## config.mk

```make
export PLATFORM = sky130hd
export DESIGN_NAME = seq_serializer
export DESIGN_NICKNAME = d
export VERILOG_FILES = /design/src/rtl/seq_serializer.sv
export SDC_FILE = /design/constraint.sdc
export NUM_CORES = 1
export LEC_CHECK = 0
export CAP_MARGIN = 10
export CELL_PAD_IN_SITES_DETAIL_PLACEMENT = 1
export CELL_PAD_IN_SITES_GLOBAL_PLACEMENT = 1
export CORE_MARGIN = 2
export CORE_UTILIZATION = 50
export CTS_CLUSTER_SIZE = 30
export DETAILED_ROUTE_END_ITERATION = 8
export PLACE_DENSITY = 0.87
export SLEW_MARGIN = 0
export SYNTH_ARGS = -nofsm -noshare
export SYNTH_HDL_FRONTEND = slang
export SYNTH_SLANG_ARGS = --single-unit
```

## constraint.sdc

```tcl
create_clock -name clk -period 4.1 [get_ports clk]
set_input_delay 0.615 -clock clk [delete_from_list [all_inputs] [get_ports clk]]
set_output_delay 0.615 -clock clk [all_outputs]
set_load 0.005 [all_outputs]
```

## src/rtl/seq_serializer.sv

```systemverilog
// seq_serializer: buffers WIDTH-bit words in a DEPTH-entry FIFO and
// emits them one bit per clock on data, flagged by data_valid.
//
// Ports:
//   clk, rst           clock, synchronous active-high reset
//   in_valid/in_ready  word handshake, in_data is the word
//   data, data_valid   registered serial bit and its qualifier
//   busy               word in flight or words buffered
module seq_serializer #(
  parameter int WIDTH      = 10,
  parameter int DEPTH      = 4,
  parameter int MSB_FIRST  = 1,
  parameter int IDLE_LEVEL = 0
) (
  input  logic             clk,
  input  logic             rst,
  input  logic             in_valid,
  output logic             in_ready,
  input  logic [WIDTH-1:0] in_data,
  output logic             data,
  output logic             data_valid,
  output logic             busy
);

  localparam int AW = $clog2(DEPTH);
  localparam int CW = AW + 1;
  localparam int BW = $clog2(WIDTH);
  localparam logic [CW-1:0] FULL = CW'(DEPTH);
  localparam logic [BW-1:0] LAST = BW'(WIDTH - 1);
  localparam logic IDLE_BIT = 1'(IDLE_LEVEL);

  typedef enum logic {
    IDLE,
    SHIFT
  } state_t;

  logic [WIDTH-1:0] mem [DEPTH];
  logic [AW-1:0]    wr_ptr;
  logic [AW-1:0]    rd_ptr;
  logic [CW-1:0]    count;
  logic             push;
  logic             pop;
  logic [WIDTH-1:0] head;

  state_t           state, state_n;
  logic [BW-1:0]    bit_cnt, bit_cnt_n;
  logic [WIDTH-1:0] sreg, sreg_n;
  logic             data_n;
  logic             dv_n;

  // Bit at the output end of a word, and the word advanced by one.
  function automatic logic first_bit(input logic [WIDTH-1:0] v);
    return (MSB_FIRST != 0) ? v[WIDTH-1] : v[0];
  endfunction

  function automatic logic [WIDTH-1:0] advance(input logic [WIDTH-1:0] v);
    return (MSB_FIRST != 0) ? (v << 1) : (v >> 1);
  endfunction

  // Full FIFO refuses input even when a pop happens this cycle.
  assign in_ready = (count != FULL) && !rst;
  assign push     = in_valid && in_ready;
  assign head     = mem[rd_ptr];
  assign busy     = (state == SHIFT) || (count != '0);

  always_ff @(posedge clk) begin
    if (push) begin
      mem[wr_ptr] <= in_data;
    end
  end

  always_ff @(posedge clk) begin
    if (rst) begin
      wr_ptr <= '0;
      rd_ptr <= '0;
      count  <= '0;
    end else begin
      if (push) wr_ptr <= wr_ptr + 1'b1;
      if (pop)  rd_ptr <= rd_ptr + 1'b1;
      case ({push, pop})
        2'b10:   count <= count + 1'b1;
        2'b01:   count <= count - 1'b1;
        default: count <= count;
      endcase
    end
  end

  always_ff @(posedge clk) begin
    if (rst) begin
      state      <= IDLE;
      bit_cnt    <= '0;
      sreg       <= '0;
      data       <= IDLE_BIT;
      data_valid <= 1'b0;
    end else begin
      state      <= state_n;
      bit_cnt    <= bit_cnt_n;
      sreg       <= sreg_n;
      data       <= data_n;
      data_valid <= dv_n;
    end
  end

  always_comb begin
    state_n   = state;
    bit_cnt_n = bit_cnt;
    sreg_n    = sreg;
    data_n    = IDLE_BIT;
    dv_n      = 1'b0;
    pop       = 1'b0;
    unique case (state)
      IDLE: begin
        if (count != '0) begin
          pop     = 1'b1;
          state_n = SHIFT;
        end
      end
      SHIFT: begin
        if (bit_cnt != '0) begin
          data_n    = first_bit(sreg);
          sreg_n    = advance(sreg);
          bit_cnt_n = bit_cnt - 1'b1;
          dv_n      = 1'b1;
        end else if (count != '0) begin
          pop = 1'b1;
        end else begin
          state_n = IDLE;
        end
      end
    endcase
    // A pop loads the head and drives its first bit on the same edge,
    // which keeps back-to-back words gap-free.
    if (pop) begin
      data_n    = first_bit(head);
      sreg_n    = advance(head);
      bit_cnt_n = LAST;
      dv_n      = 1'b1;
    end
  end

endmodule

```

* After elaboration in Yosys (flattened, before gate mapping)
Memories as Yosys holds them, arrays and structs flattened. A register that Yosys moved wholly into a read port is not among the register bits.
Index checks and enable logic that the tools add are counted.
** Word-level totals
- RAM bits :: 40
- Register bits after elaboration :: 23
- Memories :: 1
- Latch bits :: 0
- ROM bits :: 0
- Input port bits :: 13
- Output and inout bits :: 4
- Word-level logic and storage cells :: 53
** Operators by class
- Add/sub/neg operators :: 5
- $mul :: 0
- Div/mod/pow operators :: 0
- Reductions and logical operators :: 12
- Eq/ne operators :: 3
- Bitwise gates (word level) :: 1
- Mux-type cells :: 22
- Shift operators :: 0
- Order comparisons :: 0
** Memories
- mem :: depth 4, bits a word 10, read ports 1, clocked after Yosys merged registers in 1, write ports 1, RTL line 37 : logic [WIDTH-1:0] mem [DEPTH];
** Operators with widths (count)
- $mux W10 :: 3
- $mux W4 :: 3
- $mux W1 :: 11
- $pmux W3 S2 :: 1
- $reduce_bool A2 Y1 :: 3
- $add A2 B1 Y2 const B :: 2
- $mux W2 :: 2
- $pmux W1 S2 :: 2
- $reduce_and A2 Y1 :: 2
- $reduce_bool A4 Y1 :: 1
- $sub A4 B1 Y4 const B :: 1
- $add A3 B1 Y3 const B :: 1
- $ne A3 B3 Y1 const B :: 1
- $reduce_bool A3 Y1 :: 1
- $sub A3 B1 Y3 const B :: 1
- $eq A2 B1 Y1 const B :: 1
- $eq A2 B2 Y1 const B :: 1
- $logic_and A1 B1 Y1 :: 2
- $reduce_or A2 Y1 :: 1
- $logic_not A1 Y1 :: 1
- $logic_or A1 B1 Y1 :: 1
- $not A1 Y1 :: 1

* Longest topological paths before layout
- Depth after elaboration :: 6
- Gate-level depth with buffers :: 11
- Depth with buffers taken out :: 10

* Least setup slack after synthesis
OpenSTA, ideal clock, no wires.
- Path kind :: register -> register
- Start :: register bit_cnt[0]
- End :: register count[2]
- Buffers on the path :: 1
- Period minus slack after synthesis :: 2467 ps
- Arrival time :: 2395 ps
- Cell stages (with the launch flop) :: 12
- Data required time :: 4029 ps
- Setup time :: 71 ps
- Slack :: 1633 ps
- Cells stage by stage :: dfxtp_1 -> inv_1 -> ha_1 -> or3b_1 -> buf_6 -> a21oi_2 -> ha_1 -> inv_1 -> fa_1 -> xor2_1 -> or3_1 -> a21oi_1
** On the way
- Longest elaborated chain between the ends :: 5
- Elaborated cells on any way between the ends :: 7
- Classes of those cells :: eq/ne (2); mux (3); reduce/logical (2)
** Ends and longest elaborated chain
- start: declaration :: RTL line 46 : logic [BW-1:0] bit_cnt, bit_cnt_n;
- start signal: assignment :: RTL line 97 : bit_cnt <= bit_cnt_n;
- $reduce_bool A4 Y1 (*) :: RTL line 119 : if (bit_cnt != '0) begin
- $mux W1 (*) :: RTL line 119
- $pmux W1 S2 (*) :: RTL line 111 : unique case (state)
- via pop :: RTL line 42 : logic pop;
- $eq A2 B1 Y1 or $eq A2 B2 Y1 (tied branches) :: RTL line 80 : case ({push, pop})
- $pmux W3 S2 or $reduce_bool A2 Y1 (tied branches)
- end signal: assignment :: RTL line 81 : 2'b10: count <= count + 1'b1;
- end signal: assignment :: RTL line 82 : 2'b01: count <= count - 1'b1;
- end signal: assignment :: RTL line 83 : default: count <= count;
- end: declaration :: RTL line 40 : logic [CW-1:0] count;
Mark *: on every way through the listed nets, which the timed path passes. The rest lies on a longest branch.
A chain may end at the register's enable or synchronous reset.

* Final worst setup path
Ends and elaborated chain as after synthesis.

==> reports/qor.yml <==
num_vias: 1619
timing.rr.start: "bit_cnt[0]"
port-buffer-count: 16
cts_sinks: 65
area_growth_pct: 15.4
fmax_mhz: 327
peakVddDrop_uv: 443
fillCellCount: 473
crit_path_start_kind: "flop"
final_util_pct: 60.8
route.detailed.drc: 0
die_w_um: 77.8
status: "finished clean"
routed.top_layer: "met4"
worstPathRequired_ps: 4370
root_buffer: "clkbuf_8"
startpoint: "bit_cnt[0]"
antenna_found_initial: 0
dp_hpwl_mm: 3.53
cts_tree: "done"
hp-class: "reg2reg"
wire_per_inst_um: 19.3
ys_warn_count: 0
seq_area_frac_synth_pct: 62.4
core_um2: 5170
slew_violations: 0
stdcell_area_um2: 3150
path_clk_slew_ps: 70
clock_latency_ps: 340
cts_buffer_depth: 2
synth_fp_nets: 211
num_rows: 26
synth_area_um2: 2730
antenna_left: 0
io_pins: 17
ctsHoldBuffers: 0
critical_path_class: "reg2reg"
tightest_slew_ps: 751
min_period_ps: 3060
cp_max_fo: 16
netlist_instances: 191
routed_via_density: 5.72
wl_mm: 5.47
place_area_um2: 2930
synth_seq_cells: 65
rrSetupSlack_ps: 1040
multiInputGateArea_um2: 890
rsz0062_at_grt: "false"
min_period_over_period_pct: 74.6
postCtsSetupBuffers: 0
fin_tns_setup_ps: 0
seq_area_um2: 1700
drt-initial-drc-count: 69
wl_met1_mm: 2.22
gp_congestion: 0.727
chipHeight_um: 77.8
p_leak_nw: 1.07
diodes: 0
wl_met3_um: 159
grt_pass1_wl_mm: 8.94
finalSetupViolCount: 0
min_path_cells: 2
dieArea_um2: 6060
powerDensity_nw_per_um2: 731
drive_above_1_share_pct: 18.3
r2r_cells: 10
dr.pass1.iters: 4
cts_made_buffers: 9
cp.arrival_ps: 3330
drv_cap: 0
avgSynthCellArea_um2: 14.3
nNetsFinal: 228
initial_utilization_pct: 52.7
yosysUniqueCellTypes: 37
track_usage_pct: 20.1
hold_viol_final: 0
htree_levels: 3
r2r_end: "count[2]"
grt_pass1_vias: 1798
maxSlewHeadroom_pct: 49.8
post_cts_resized: 0
end_kind: "flop"
min-delay-start: "sreg[6]"
grt_overflow_total: 0
dr_wl_met2_mm: 2.96
skew_ps: 3.60
p_total_mw: 2.30
grt_start_max_net_pins: 25
holdPathEnd: "sreg[7]"
## sequential cells by signal, indices dropped and copies added, names as in the netlist, named ones only
signal      flops
mem            40
sreg            9
bit_cnt         4
count           3
rd_ptr          2
wr_ptr          2
data            1
data_valid      1
state           1
## routing by layer
metal  vias to the layer above  GRT usage, %
met3                        11          3.95
met2                        41          35.3
li1                        744             -
met5                         -             0
met1                       823          23.0
met4                         0          10.7
## per-stage QoR
stage / std cells / setup slack (ps) / hold WS [ps]
floorplan: 191 / 1630 / 442
global placement: 267 / 1170 / 451
detailed placement: 267 / 871 / 461
CTS: 283 / 1030 / 482
global route: 283 / 907 / 499
finish: 283 / 1040 / 480
## synth_stat cells, drive strengths merged
| master | instances | area, um^2 |
|---|---|---|
| edfxtp | 40 | 1200 |
| dfxtp | 25 | 500 |
| inv | 19 | 71.3 |
| mux4 | 10 | 225 |
| nand2 | 9 | 33.8 |
| a221oi | 8 | 108 |
| a22oi | 8 | 60.1 |
| nor2 | 8 | 30.0 |
| buf | 7 | 45.0 |
| ha | 6 | 75.1 |
| a21oi | 5 | 28.8 |
| and2 | 5 | 33.8 |
| clkbuf | 5 | 18.8 |
| a211oi | 4 | 30.0 |
| mux2 | 4 | 45.0 |
| o21a | 3 | 22.5 |
| mux2i | 2 | 20.0 |
| nor2b | 2 | 12.5 |
| nor3 | 2 | 10.0 |
| nor3b | 2 | 15.0 |
| nor4 | 2 | 12.5 |
| o21ai | 2 | 10.0 |
| o31a | 2 | 17.5 |
| or3 | 2 | 12.5 |
| xor2 | 2 | 17.5 |
| a211o | 1 | 8.76 |
| a32o | 1 | 10.0 |
| and3 | 1 | 6.26 |
| fa | 1 | 20.0 |
| nand3b | 1 | 7.51 |
| nand4b | 1 | 8.76 |
| or3b | 1 | 8.76 |
## cell type report
| type | count | area share, % |
|---|---|---|
| Sequential cell | 65 | 54.1 |
| Multi-Input combinational cell | 95 | 28.3 |
| Timing Repair Buffer | 18 | 5.57 |
| Clock buffer | 11 | 4.49 |
| Tap cell | 70 | 2.78 |
| Clock inverter | 5 | 2.51 |
| Inverter | 19 | 2.27 |
## kinds of logic (layout without fill, tap and decap cells)
family	Yosys count	in the layout	share of synthesized area, %
multiplexers	16	16	10.6
flip-flops	65	65	62.4
buffers and inverters	31	53	4.96
AND/OR/NAND/NOR	36	36	7.02
AO/OA/AOI/OAI	34	34	10.8
XOR/XNOR	2	2	0.643
adder cells (fa/ha/maj)	7	7	3.49
## critical path: stages (launching register included)
cell and delay (ps):
dfxtp_1 350, inv_1 70, ha_1 180, or3b_1 630, a21oi_2 380, ha_1 270, inv_1 90, fa_1 390
xor2_1 170, or3_1 310, a21oi_1 140
## how the worst max path moves through the flow
stage | slack [ps] | to
after floorplan | 1630 | count[2]
after global placement | 1170 | count[2]
after detailed placement | 870 | count[2]
after CTS | 1030 | count[2]
after global routing | 910 | count[2]
final | 1040 | count[2]
## power by group
part	internal, mW	switching (mW)
registers	0.818	0.135
clock network	0.358	0.237
logic	0.348	0.404
## cell usage in the layout, fill, tap and decap left out, types with 3 or more instances in the layout
master / count
ha_1: 6
nor2_1: 8
a221oi_2: 6
clkdlybuf4s50_1: 16
mux2_2: 4
nand2_1: 9
and2_1: 4
a22oi_1: 8
a211oi_1: 4
a21oi_1: 4
mux4_2: 10
inv_1: 19
dfxtp_1: 25
clkbuf_8: 10
o21a_1: 3
edfxtp_1: 40
Note: power is estimated with default switching activity, not from simulation.
